**src/rtl/xmit_pkg.sv**
```systemverilog
// Shared transmit-lane constants (K-character words and their ctrl flags)
// plus the arbiter state type and a small saturating-add helper.
package xmit_pkg;

  localparam logic [31:0] COMMA_WORD = 32'hC5BC_C5BC;
  localparam logic [3:0]  COMMA_CTRL = 4'b0101;
  localparam logic [31:0] SPACE_WORD = 32'hF7F7_F7F7;
  localparam logic [3:0]  SPACE_CTRL = 4'b1111;
  localparam logic [31:0] ABORT_WORD = 32'hE000_0000;
  localparam logic [3:0]  DATA_CTRL  = 4'b0000;
  localparam logic [7:0]  TAG_PREFIX = 8'hF5;

  typedef enum logic [1:0] {
    ST_IDLE,
    ST_TAG,
    ST_XFER,
    ST_ABORT
  } xmit_state_e;

  function automatic logic [7:0] sat_add8(input logic [7:0] a, input logic [1:0] inc);
    logic [8:0] s;
    s = {1'b0, a} + {7'b0, inc};
    return s[8] ? 8'hFF : s[7:0];
  endfunction

endpackage

```
**src/rtl/xmit_src_mux.sv**
```systemverilog
// Selects the head of the granted source and steers the block-transfer pop
// back to that source only.
module xmit_src_mux (
  input  logic        sel,
  input  logic        ev_empty,
  input  logic [31:0] ev_q,
  input  logic        ev_lst,
  input  logic        ft_empty,
  input  logic [31:0] ft_q,
  input  logic        ft_lst,
  input  logic        pop,
  output logic        sel_empty,
  output logic [31:0] sel_q,
  output logic        sel_lst,
  output logic        ev_pop,
  output logic        ft_pop
);

  assign sel_empty = sel ? ft_empty : ev_empty;
  assign sel_q     = sel ? ft_q     : ev_q;
  assign sel_lst   = sel ? ft_lst   : ev_lst;
  assign ev_pop    = pop && !sel;
  assign ft_pop    = pop &&  sel;

endmodule

```
**src/rtl/xmit_link_arbiter.sv**
```systemverilog
// Block-granular round-robin arbiter sharing one transceiver lane between the
// event and trigger-feature FIFOs; tags blocks, fills gaps with K idles.
module xmit_link_arbiter
  import xmit_pkg::*;
#(
  parameter int GAP     = 2,
  parameter int TIMEOUT = 1024,
  parameter bit TAG_EN  = 1'b1
) (
  input  logic        coreclockout,
  input  logic        run,
  input  logic        busy,
  input  logic        ev_empty,
  input  logic [31:0] ev_q,
  input  logic        ev_fst,
  input  logic        ev_lst,
  output logic        ev_rdreq,
  input  logic        ft_empty,
  input  logic [31:0] ft_q,
  input  logic        ft_fst,
  input  logic        ft_lst,
  output logic        ft_rdreq,
  output logic [31:0] tx_datain,
  output logic [3:0]  tx_ctrlenable,
  output logic        active_src,
  output logic [15:0] blk_cnt,
  output logic [7:0]  drop_cnt,
  output logic [7:0]  abort_cnt
);

  localparam int GW = $clog2(GAP + 1);
  localparam int SW = $clog2(TIMEOUT + 1);

  xmit_state_e   state_q, state_d;
  logic [GW-1:0] gap_q, gap_d;
  logic [SW-1:0] stall_q, stall_d;
  logic          active_src_q, active_src_d;
  logic [15:0]   blk_cnt_q, blk_cnt_d;
  logic [7:0]    drop_cnt_q, drop_cnt_d;
  logic [7:0]    abort_cnt_q, abort_cnt_d;
  logic [31:0]   tx_data_q, tx_data_d;
  logic [3:0]    tx_ctrl_q, tx_ctrl_d;

  logic        sel_empty, sel_lst, ack, xfer_pop;
  logic [31:0] sel_q;
  logic        ev_xfer_pop, ft_xfer_pop;
  logic        ev_orphan, ft_orphan, ev_elig, ft_elig;

  xmit_src_mux u_mux (
    .sel       (active_src_q),
    .ev_empty  (ev_empty),
    .ev_q      (ev_q),
    .ev_lst    (ev_lst),
    .ft_empty  (ft_empty),
    .ft_q      (ft_q),
    .ft_lst    (ft_lst),
    .pop       (xfer_pop),
    .sel_empty (sel_empty),
    .sel_q     (sel_q),
    .sel_lst   (sel_lst),
    .ev_pop    (ev_xfer_pop),
    .ft_pop    (ft_xfer_pop)
  );

  always_comb begin
    state_d      = state_q;
    gap_d        = gap_q;
    stall_d      = stall_q;
    active_src_d = active_src_q;
    blk_cnt_d    = blk_cnt_q;
    drop_cnt_d   = drop_cnt_q;
    abort_cnt_d  = abort_cnt_q;
    tx_data_d    = COMMA_WORD;
    tx_ctrl_d    = COMMA_CTRL;
    xfer_pop     = 1'b0;
    ev_orphan    = 1'b0;
    ft_orphan    = 1'b0;
    ev_elig      = !ev_empty && ev_fst;
    ft_elig      = !ft_empty && ft_fst;
    ack          = !sel_empty && !busy;

    case (state_q)
      ST_IDLE: begin
        ev_orphan  = !ev_empty && !ev_fst;
        ft_orphan  = !ft_empty && !ft_fst;
        drop_cnt_d = sat_add8(drop_cnt_q, {1'b0, ev_orphan} + {1'b0, ft_orphan});
        if (gap_q != GW'(GAP)) gap_d = gap_q + 1'b1;
        // The grant cycle itself still puts a comma on the lane, so granting once
        // the counter reaches GAP-1 leaves exactly GAP commas before the block.
        if ((gap_q >= GW'(GAP - 1)) && (ev_elig || ft_elig)) begin
          active_src_d = (ev_elig && ft_elig) ? !active_src_q : ft_elig;
          stall_d      = '0;
          if (TAG_EN) begin
            state_d = ST_TAG;
          end else begin
            state_d   = ST_XFER;
            blk_cnt_d = blk_cnt_q + 16'd1;
          end
        end
      end
      ST_TAG: begin
        tx_data_d = {TAG_PREFIX, 7'b0, active_src_q, blk_cnt_q};
        tx_ctrl_d = DATA_CTRL;
        blk_cnt_d = blk_cnt_q + 16'd1;
        state_d   = ST_XFER;
      end
      ST_XFER: begin
        xfer_pop = ack;
        if (ack) begin
          tx_data_d = sel_q;
          tx_ctrl_d = DATA_CTRL;
          stall_d   = '0;
          if (sel_lst) begin
            state_d = ST_IDLE;
            gap_d   = '0;
          end
        end else begin
          tx_data_d = SPACE_WORD;
          tx_ctrl_d = SPACE_CTRL;
          if (sel_empty && !busy) begin
            stall_d = stall_q + 1'b1;
            if (stall_d == SW'(TIMEOUT)) state_d = ST_ABORT;
          end
        end
      end
      ST_ABORT: begin
        tx_data_d   = ABORT_WORD;
        tx_ctrl_d   = DATA_CTRL;
        abort_cnt_d = sat_add8(abort_cnt_q, 2'd1);
        state_d     = ST_IDLE;
        gap_d       = '0;
      end
      default: state_d = ST_IDLE;
    endcase
  end

  always_ff @(posedge coreclockout) begin
    if (!run) begin
      state_q      <= ST_IDLE;
      gap_q        <= GW'(GAP);
      stall_q      <= '0;
      active_src_q <= 1'b1;
      blk_cnt_q    <= '0;
      drop_cnt_q   <= '0;
      abort_cnt_q  <= '0;
      tx_data_q    <= COMMA_WORD;
      tx_ctrl_q    <= COMMA_CTRL;
    end else begin
      state_q      <= state_d;
      gap_q        <= gap_d;
      stall_q      <= stall_d;
      active_src_q <= active_src_d;
      blk_cnt_q    <= blk_cnt_d;
      drop_cnt_q   <= drop_cnt_d;
      abort_cnt_q  <= abort_cnt_d;
      tx_data_q    <= tx_data_d;
      tx_ctrl_q    <= tx_ctrl_d;
    end
  end

  assign ev_rdreq      = run && (ev_xfer_pop || ev_orphan);
  assign ft_rdreq      = run && (ft_xfer_pop || ft_orphan);
  assign tx_datain     = tx_data_q;
  assign tx_ctrlenable = tx_ctrl_q;
  assign active_src    = active_src_q;
  assign blk_cnt       = blk_cnt_q;
  assign drop_cnt      = drop_cnt_q;
  assign abort_cnt     = abort_cnt_q;

endmodule

```
**config.mk**
```make
export PLATFORM = sky130hd
export DESIGN_NAME = xmit_link_arbiter
export DESIGN_NICKNAME = d
export VERILOG_FILES = /design/src/rtl/xmit_pkg.sv /design/src/rtl/xmit_src_mux.sv /design/src/rtl/xmit_link_arbiter.sv
export SDC_FILE = /design/constraint.sdc
export NUM_CORES = 1
export LEC_CHECK = 0
export ABC_AREA = 1
export CORE_AREA = 5 5 108 110
export CTS_BUF_LIST = sky130_fd_sc_hd__clkbuf_4 sky130_fd_sc_hd__clkbuf_8
export DETAILED_ROUTE_END_ITERATION = 10
export DIE_AREA = 0 0 113 115
export GPL_TIMING_DRIVEN = 0
export HOLD_SLACK_MARGIN = 0.08
export PLACE_DENSITY = 0.78
export SYNTH_ARGS = -nofsm -noshare
export SYNTH_HDL_FRONTEND = slang
export SYNTH_HIERARCHICAL = 1
export SYNTH_SLANG_ARGS = --single-unit
```
**constraint.sdc**
```tcl
create_clock -name coreclockout -period 2.2 [get_ports coreclockout]
set_input_delay 0.55 -clock coreclockout [delete_from_list [all_inputs] [get_ports coreclockout]]
set_output_delay 0.55 -clock coreclockout [all_outputs]
set_load 0.01 [all_outputs]
```
Word-level counts from Yosys, hierarchy flattened --
Cells that the tools add are included.
Storage, ports and cells: register bits after elaboration 84, input port bits 73
Cells by class: add/subtract/negate cells 6, $lt $le $gt $ge 1, equal/unequal tests 12, mux-type cells 26, reductions and logical operators 30
Operator list (count):
- $pmux 32 s3 | 1
- $mux 32 | 2
- $mux 11 | 3
- $pmux 11 s2 | 1
- $add 16x1->16 const B | 1
- $mux 8 | 2
- $mux 2 | 7
- $logic_and 1x1->1 | 12
- $add 11x1->11 const B | 1
- $eq 11x11->1 const B | 1
- $ne 2x2->1 const B | 5
- $add 8x1->9 const B | 1
- $add 8x2->9 | 1
- $ne 3x3->1 const B | 3
- $pmux 2 s4 | 1
- $pmux 4 s2 | 1
- $reduce_and 4->1 | 2
- $logic_not 1->1 | 7
- $mux 1 | 6
- $pmux 2 s3 | 1
- $eq 2x2->1 const B | 2
- $mux 4 | 1
- $logic_or 1x1->1 | 3
- $reduce_and 3->1 | 1
- other kinds (9) | 9

Depth between registers and ports, before layout --
Gate-level depths: netlist (run 1).
depth in word-level cells 7, mapped depth 13, depth with buffers taken out 12

Hierarchy --
The synthesis (run 1) kept the hierarchy.
Modules (own cells, without submodules):
- xmit_link_arbiter | instances 1, cells each 503, area an instance 3647.2 sq um, seq. area each 1641.6 sq um
- xmit_src_mux | instances 1, cells each 114, area an instance 505.5 sq um, seq. area each 0.0 sq um

Least setup slack after synthesis (run 1) --
No wires, ideal clock.
path type reg2out, start reg active_src_q, in the netlist active_src, end out ev_rdreq, data arrival time 1523 ps, data required time 1650 ps, slack 127 ps, cell stages (with the launch flop) 12, cells stage by stage dfxtp_1 buf_6 inv_8 nand2_1 nand2_1 nor2_1 inv_1 nor2_1 inv_1 nor2_1 a31oi_1 nor2_1
On the way: longest elaborated chain between the ends 7
Ends and longest elaborated chain:
- from (decl) | RTL line xmit_link_arbiter.sv:37 | logic active_src_q, active_src_d;
- from (signal assigned) | RTL line xmit_link_arbiter.sv:152 | active_src_q <= active_src_d;
- $mux 1 | RTL line xmit_src_mux.sv:19 | assign sel_empty = sel ? ft_empty : ev_empty;
- via sel_empty | RTL line xmit_link_arbiter.sv:44 | logic sel_empty, sel_lst, ack, xfer_pop;
- $logic_not 1->1 | RTL line xmit_link_arbiter.sv:80 | ack = !sel_empty && !busy;
- $logic_and 1x1->1 | RTL line xmit_link_arbiter.sv:80
- $mux 1 | RTL line xmit_link_arbiter.sv:82 | case (state_q)
- via xfer_pop | RTL line xmit_link_arbiter.sv:44
- $logic_and 1x1->1 | RTL line xmit_src_mux.sv:22 | assign ev_pop = pop && !sel;
- via ev_xfer_pop | RTL line xmit_link_arbiter.sv:46 | logic ev_xfer_pop, ft_xfer_pop;
- $logic_or 1x1->1 | RTL line xmit_link_arbiter.sv:161 | assign ev_rdreq = run && (ev_xfer_pop || ev_orphan);
- $logic_and 1x1->1 | RTL line xmit_link_arbiter.sv:161
- to (decl) | RTL line xmit_link_arbiter.sv:17 | output logic ev_rdreq,
The timed path passes the listed nets, and every way through them passes these cells.

Final worst setup path (run 1) --
Same ends and word-level chain as after synthesis.

==> results.md, run 1 <==
- Hpwl dp: roughly 11000 um
- Routed wire per std cell: between 10 and 15 um
- CTS tree: built
- Period utilization: 103%
- Via/cell ratio: roughly 5
- Sequential group share of total power: 33.8%
- Fill cells: about 940
- Fmax: about 440 MHz
- Status: complete, but fails checks
- Vias in the first global route: 4739
- Final net count: 863
- Sequential share of the synthesized area: a little under 40%
- Initial core utilization: around 39%
- Worst Skew: roughly 0.013 ns
- Final core occ: between 50% and 60%
- WS Path Type: reg -> out
- H-tree Lvls: 3
- GR Util All Layers: 21.3%
- Sw power: slightly above 2 mW
- Number of DRC markers in iteration 0: between 200 and 300
- Slew @ Worst Pin: around 0.57 ns
- Post-route DRC: 0
- Tot Pwr: between 5 and 6 mW
- Max_slew headroom: between 60 and 70%
- Max-cap violations: 0
- CP cell instances: inv_8, nand2_4, nand2_4, nor2_4, inv_2, nor2_4, buf_6, inv_2, nor2_2, a31oi_1, nor2_1, buf_2
- CP max stage delay: approximately 0.42 ns
- DP Area: ~5800 um^2
- Final Max Tran Viols: 0
- Min Tclk post-route: roughly 2.3 ns
- CP required: 1.65 ns
- Layout cell share with drive strength beyond 1: 11.3%
- Routed Wire Length: ~14000 um
- Port bufs: between 100 and 150
- Worst min path class: reg -> reg
- Root Driver: clkbuf_8
- Startpoint types: register
- Final worst setup slack: -0.0689 ns
- Grt total ovfl: 0
- Drt first pass iters: 5
- Clk slew on worst S/H paths: ~0.09 ns
- Unrepaired setup endpoints after global routing: true
- Cell area after layout: roughly 6200 um^2
- Clock power frac: 25.3%
- Register bit total from synthesis: 82
- Crit-path max FO: 5
- Syn_nets: between 600 and 700
- RD Place Congestion: about 0.90
- Mapped cell area: 4150 um^2
- Antenna violations before repair: 1
- Pwr/cell area: just over 900 nW/um^2
- Peak VDD IR: ~0.62 mV
- HP Start: stall_q[10]
- ANT nets after route: 0
- Worst-Skew Late Latency: between 0.3 and 0.4 ns
- Final setup fails: 2
- Synth-to-Final Area Change: 49.2%
- Failing checks: negative setup slack
- Layout Cells excl Fill: between 900 and 1000
- Chip Height: ~120 um
- Core area: approximately 11000 um^2
- Synth cell types: 37
- Crit path launch: active_src
- Chip width: roughly 110 um
- Slowest CP cell: dfxtp_4
- Worst R2R Start: active_src
- IO Pins: about 140
- Lkg Pwr: 2.59 nW
- Pint: between 3 and 4 mW
- Post-Place Cells: 900
- Hold Vio Cnt, Final: 0
- Hold Buf Count CTS: 0
- Clock sink count: ~80
- Total CTS buffers: 9
- Avg Synthesized Cell Area: roughly 6.7 um^2
- Die area: approximately 13000 um^2
- Sw Share: approximately 36%
- FF+latch area: 1650 um^2
- Cells after synthesis: roughly 620
- Bufs on Longest Clock Path: 2
- Arrival @ worst endpoint: ~1.7 ns
- Crit. End Element: output pin
- YS warnings: 6
- Combinational Power Share: slightly above 40%
- Vias: 4704
- First-pass GRT wire length: about 22000 um
- FP Rows: 38
- Area of the multi-input gates: 2170 um^2
- Largest net degree at the start of global routing: 15
## final timing paths
| kind | to | slack [ns] | cells after the start |
|---|---|---|---|
| max | ev_rdreq | -0.07 | 12 |
| min | stall_q[10] | 0.50 | 2 |
| max reg2reg | gap_q[0] | 0.15 | 12 |
| min reg2reg | stall_q[10] | 0.50 | 2 |
## metal layers
metal	GRT usage, %	share of wire [%]
met1	24.1	39
met3	5.63	7.0
met2	38.1	51
met5	0	0
met4	8.41	2.9
## layout by cell type, fill, tap and decap left out, types with 2 or more instances in the layout
cell / instances
clkbuf_8: 10
xnor2_1: 5
or2_2: 3
nand2_2: 13
nor2_1: 40
buf_6: 3
nand3_1: 20
nand2_1: 216
a221o_1: 3
nor2_2: 5
clkdlybuf4s15_1: 2
a31oi_1: 5
o21bai_1: 2
o21ai_0: 36
inv_1: 60
buf_2: 3
clkdlybuf4s50_1: 138
dfxtp_1: 79
bufinv_16: 4
o211ai_1: 5
inv_2: 9
a21oi_1: 42
buf_4: 17
nand2_4: 4
dfxtp_2: 2
o31ai_1: 3
clkbuf_1: 10
xor2_1: 5
o21ai_1: 3
ha_1: 5
nand4_1: 8
nor2_4: 5
nor3_1: 6
## per-stage QoR
stage                     worst slack, ns  TNS, ns  hold WS [ns]
after floorplan                     0.127        0         0.458
after global placement              -1.01    -4.10         0.470
after detailed placement            -1.07    -4.94         0.485
after CTS                          -0.135   -0.554         0.497
after global routing               -0.180   -0.343         0.532
final                             -0.0689   -0.119         0.496
## repair_timing
item,4_1_cts,5_1_grt
endpoints found under the setup margin,8,8
resized for setup,27,21
pin swaps,5,8
setup buffers,11,2
## cell usage after synthesis, drive strengths merged
| cell | number | area, um^2 |
|---|---|---|
| or2 | 4 | 25.0 |
| a22oi | 1 | 7.51 |
| a221o | 3 | 30.0 |
| dfxtp | 82 | 1640 |
| inv | 71 | 274 |
| o31ai | 3 | 22.5 |
| a211oi | 1 | 7.51 |
| nor3b | 1 | 12.5 |
| a21oi | 42 | 210 |
| o211ai | 5 | 37.5 |
| nor3 | 6 | 30.0 |
| nand4 | 8 | 50.1 |
| xor2 | 5 | 43.8 |
| o21ai | 39 | 195 |
| nand3 | 21 | 105 |
| a31oi | 5 | 31.3 |
| clkbuf | 11 | 41.3 |
| o311ai | 1 | 8.76 |
| xnor2 | 5 | 43.8 |
| buf | 10 | 91.3 |
| fa | 1 | 20.0 |
| nand2 | 233 | 917 |
| o221ai | 1 | 8.76 |
| ha | 6 | 75.1 |
| nor2 | 50 | 208 |
| o21bai | 2 | 15.0 |
## layout make-up
class | instances | share of cell area [%]
multi-input combinational | 443 | 35.1
clock inverter | 6 | 2.20
sequential | 82 | 26.6
timing repair buffer | 156 | 24.6
clock buffer | 10 | 2.12
buffer | 20 | 2.12
tap | 140 | 2.83
antenna | 1 | 0.0404
inverter | 71 | 4.46
## flip-flops by register name, indices dropped and copies added, names as in the netlist
| name | count |
|---|---|
| blk_cnt | 16 |
| abort_cnt | 8 |
| gap_q | 2 |
| tx_datain | 32 |
| tx_ctrlenable | 2 |
| state_q | 2 |
| drop_cnt | 8 |
| stall_q | 11 |
| active_src | 1 |
## power by group through the flow
| stage | clock network (mW) | registers [mW] | logic (mW) |
|---|---|---|---|
| 3_3_place_gp | 0 | 1.92 | 2.13 |
| 5_1_grt | 1.53 | 1.95 | 2.54 |
| 3_5_place_dp | 0 | 1.94 | 2.18 |
| 2_1_floorplan | 0 | 2.02 | 1.11 |
| 4_1_cts | 1.46 | 1.90 | 2.27 |
| 6_report | 1.45 | 1.93 | 2.33 |
## cells by family after synthesis
group           share of synthesized area [%]
compound gates                           13.8
flops                                    39.5
xor+xnor                                 2.11
simple gates                             32.4
fa+ha+maj                                2.29
buf+inv                                  9.79
## critical path: cells and delay by family, from the launching register on
kind                   cells  cell delay [ns]
and+or+nand+nor            6             0.49
DFF                        1             0.42
AOI/OAI and AO/OA          1             0.05
buffers and inverters      5             0.40
Power figures use the tool's default switching activity.
==> run 2: changes to the inputs <==
--- a/config.mk
+++ b/config.mk
@@ -6,14 +6,14 @@
 export NUM_CORES = 1
 export LEC_CHECK = 0
 export ABC_AREA = 1
-export CORE_AREA = 5 5 108 110
+export CORE_AREA = 5 5 107 109
 export CTS_BUF_LIST = sky130_fd_sc_hd__clkbuf_4 sky130_fd_sc_hd__clkbuf_8
 export DETAILED_ROUTE_END_ITERATION = 10
-export DIE_AREA = 0 0 113 115
+export DIE_AREA = 0 0 112 114
 export GPL_TIMING_DRIVEN = 0
 export HOLD_SLACK_MARGIN = 0.08
+export MAX_ROUTING_LAYER = met4
 export PLACE_DENSITY = 0.78
 export SYNTH_ARGS = -nofsm -noshare
 export SYNTH_HDL_FRONTEND = slang
-export SYNTH_HIERARCHICAL = 1
 export SYNTH_SLANG_ARGS = --single-unit
==> run 2 against run 1 <==
- the flow now finishes without violations
- hold slack worse by 0.010 ns
- setup slack better by 0.13 ns
- total power down 6.9%
- cell area down 2.9%
- sequential power about the same
- critical path depth down 4
- critical path type unchanged
==> results.md, run 2 <==
- Status: finished, final reports clean
- Final core occ: 57.2% (-1.2 points)
- Slowest CP cell: dfxtp_4
- Drt first pass iters: 5 (unchanged)
- Max_slew headroom: 55.9% (-6.3 points)
- Fmax: 468 MHz (+6.1%)
- First-pass GRT wire length: 21400 um (-4.1%)
- Synth async-reset ratio: 0% (unchanged)
- Arrival @ worst endpoint: 1.59 ns (-0.13 ns)
- R2R cell count: 11 (-1)
- YS warnings: 0 (-6)
- FP Rows: 38 (unchanged)
- TNS Setup: 0 ns (+0.119 ns)
- Worst min path class: reg -> reg
- Largest net degree at the start of global routing: 15 (unchanged)
- Chip width: 112 um (-0.88%)
- Hold depth: 2 (unchanged)
- Bufs on Longest Clock Path: 2 (unchanged)
- Max FFs per register: 32 (unchanged)
- GR Util All Layers: 21.5% (+0.21 points)
- EDFF count, synth: 0 (unchanged)
- Family with the most delay on the worst path: buffers and inverters
- Sequential share of the synthesized area: 40.8% (+1.3 points)
- Max-cap violations: 0 (unchanged)
- ANT nets after route: 0 (unchanged)
- Predominant post-synthesis flop cell: dfxtp_1
- RD Place Congestion: 0.880 (-1.9%)
- Clock sink count: 82 (unchanged)
- WS Path Type: reg -> out
- CP max stage delay: 0.37 ns (-0.05 ns)
- Routed Wire Length: 13600 um (-1.7%)
- Pwr/cell area: 884 nW/um^2 (-4.1%)
- Peak VDD IR: 0.459 mV (-26%)
- Number of cells on the critical path: 8 (-4)
- Antenna violations before repair: 0 (-1)
- Fill cells: 931 (-0.75%)
- Startpoint types: register
- Total CTS buffers: 9 (unchanged)
- Via/cell ratio: 5.05 (-0.20%)
- Most common cell after layout, fill and taps aside: clkdlybuf4s50_1
- Final worst setup slack: 0.0622 ns (+0.131 ns)
- H-tree Lvls: 3 (unchanged)
- Commonest cells after routing, fill and taps aside: clkdlybuf4s50_1 (136), nand2_1 (124), dfxtp_1 (80)
- CP cell instances: buf_6, nand2_2, nand3_4, nor2_4, buf_6, nand2_1, a21oi_2, buf_2
- Hold Vio Cnt, Final: 0 (unchanged)
- CP bufs+invs: 3 (-2)
- Vias in the first global route: 4515 (-4.7%)
- Min Tclk post-route: 2.14 ns (-0.131 ns)
- Share of the synthesized area in the top cell type: 40.8% (+1.3 points)
- Layout cell share with drive strength beyond 1: 10.4% (-0.87 points)
- Post-route DRC: 0 (unchanged)
- Top cells by area, synth: dfxtp_1 (41%), nand2_1 (12%), a21oi_1 (6.7%)
- Synth cell types: 41 (+11%)
- Port bufs: 142 (-0.70%)
- Period utilization: 97.2% (-6.0 points)
- Syn_nets: 654 (-6.2%)
- Vias: 4442 (-5.6%)
- Mapped cell area: 4030 um^2 (-3.1%)
- IO Pins: 144 (unchanged)
- Largest area contributor in the netlist: dfxtp_1
- CP required: 1.65 ns (about the same)
- Crit. End Element: output pin
- Final Max Tran Viols: 0 (unchanged)
- Hold Buf Count CTS: 0 (unchanged)
- Chip Height: 114 um (-0.87%)
- Routed wire per std cell: 15.4 um (+3.9%)
- Initial core utilization: 38.3% (-0.86 points)
- Worst slack, placed: -0.886 ns (+0.180 ns)
- Lkg Pwr: 2.34 nW (-9.8%)
- Core area: 10500 um^2 (-0.90%)
- Synth-to-Final Area Change: 49.4%
- CTS tree: built
- Top-count cell post-synth: nand2_1
- Die area: 12800 um^2 (-1.7%)
- Worst Skew: 0.0199 ns (+0.00730 ns)
- Root Driver: clkbuf_8
- Crit-path max FO: 10 (+5)
- Cells after synthesis: 574 (-7.0%)
- Final setup fails: 0 (-2)
- Register bit total from synthesis: 82 (unchanged)
- Final net count: 815 (-5.6%)
- Crit path top cell by count: buf_6
- Hpwl dp: 10200 um (-2.7%)
- Clk slew on worst S/H paths: 0.08 ns (about the same)
- Commonest cells post-synth: nand2_1 (129), dfxtp_1 (82), nor2_1 (64)
- Avg Synthesized Cell Area: 7.01 um^2 (+4.2%)
- Grt total ovfl: 0 (unchanged)
- Worst-Skew Late Latency: 0.37 ns (about the same)
- Slew @ Worst Pin: 0.662 ns (+0.0946 ns)
- # diodes: 0 (-1)
- Number of DRC markers in iteration 0: 288 (+6.7%)
[run 2: layout make-up]
| cell class | instances | area, um^2 | share of cell area [%] |
|---|---|---|---|
| timing repair buffer | 150 | 1470 | 24.4 |
| tap | 140 | 175 | 2.91 |
| multi-input combinational | 402 | 2090 | 34.8 |
| clock inverter | 6 | 115 | 1.91 |
| sequential | 82 | 1650 | 27.4 |
| clock buffer | 9 | 124 | 2.06 |
| inverter | 66 | 254 | 4.22 |
| buffer | 24 | 139 | 2.31 |
[run 2: worst min-delay path: cells and delay by family, from the launching register on]
kind / cells / cell delay, ns
flip-flops: 1 / 0.33
AND/OR/NAND/NOR: 1 / 0.06
AO/OA/AOI/OAI: 1 / 0.05
[run 2: what timing repair did]
item | CTS | global route
gates resized for setup | 30 | 16
hold endpoints to repair | 0 | 0
setup endpoints to repair | 8 | 8
pin swaps | 5 | 3
buffers inserted | 7 | 1
[run 2: layer usage]
layer  part of all wire (%)  GRT usage, %  vias to the layer above  wire length [um]
met5                      0             -                        -                 0
met4                    2.8          9.21                        0               381
met1                     41          25.1                     2030              5630
li1                       -             -                     2204                 -
met2                     48          35.7                      180              6530
met3                    7.6          4.83                       28              1040
[run 2: where the power goes]
group          switching [mW]  internal, mW
clock                   0.576         0.754
sequential              0.151          1.75
combinational            1.18         0.905
[run 2: logic make-up (layout without fill, tap and decap cells)]
kind of cell / Yosys count / count (layout) / share of synthesized area, %
fa+ha+maj: 7 / 7 / 2.36
flops: 82 / 82 / 40.8
xor+xnor: 9 / 9 / 1.96
compound gates: 122 / 122 / 16.5
simple gates: 264 / 264 / 29.2
buf+inv: 90 / 255 / 9.20
[run 2: final timing paths]
| check | slack (ns) | start | to |
|---|---|---|---|
| min | 0.49 | stall_q[10] | stall_q[10] |
| min reg2reg | 0.49 | stall_q[10] | stall_q[10] |
| max reg2reg | 0.40 | stall_q[0] | state_q[0] |
| max | 0.06 | active_src | ft_rdreq |
[run 2: stage by stage]
| stage | hold WS (ns) | instances | area [um^2] | total power [mW] |
|---|---|---|---|---|
| floorplan | 0.458 | 574 | 4030 | 2.94 |
| global placement | 0.469 | 856 | 5620 | 3.86 |
| detailed placement | 0.476 | 856 | 5620 | 3.91 |
| CTS | 0.488 | 878 | 5950 | 5.29 |
| global route | 0.531 | 879 | 6010 | 5.60 |
| finish | 0.486 | 879 | 6010 | 5.32 |
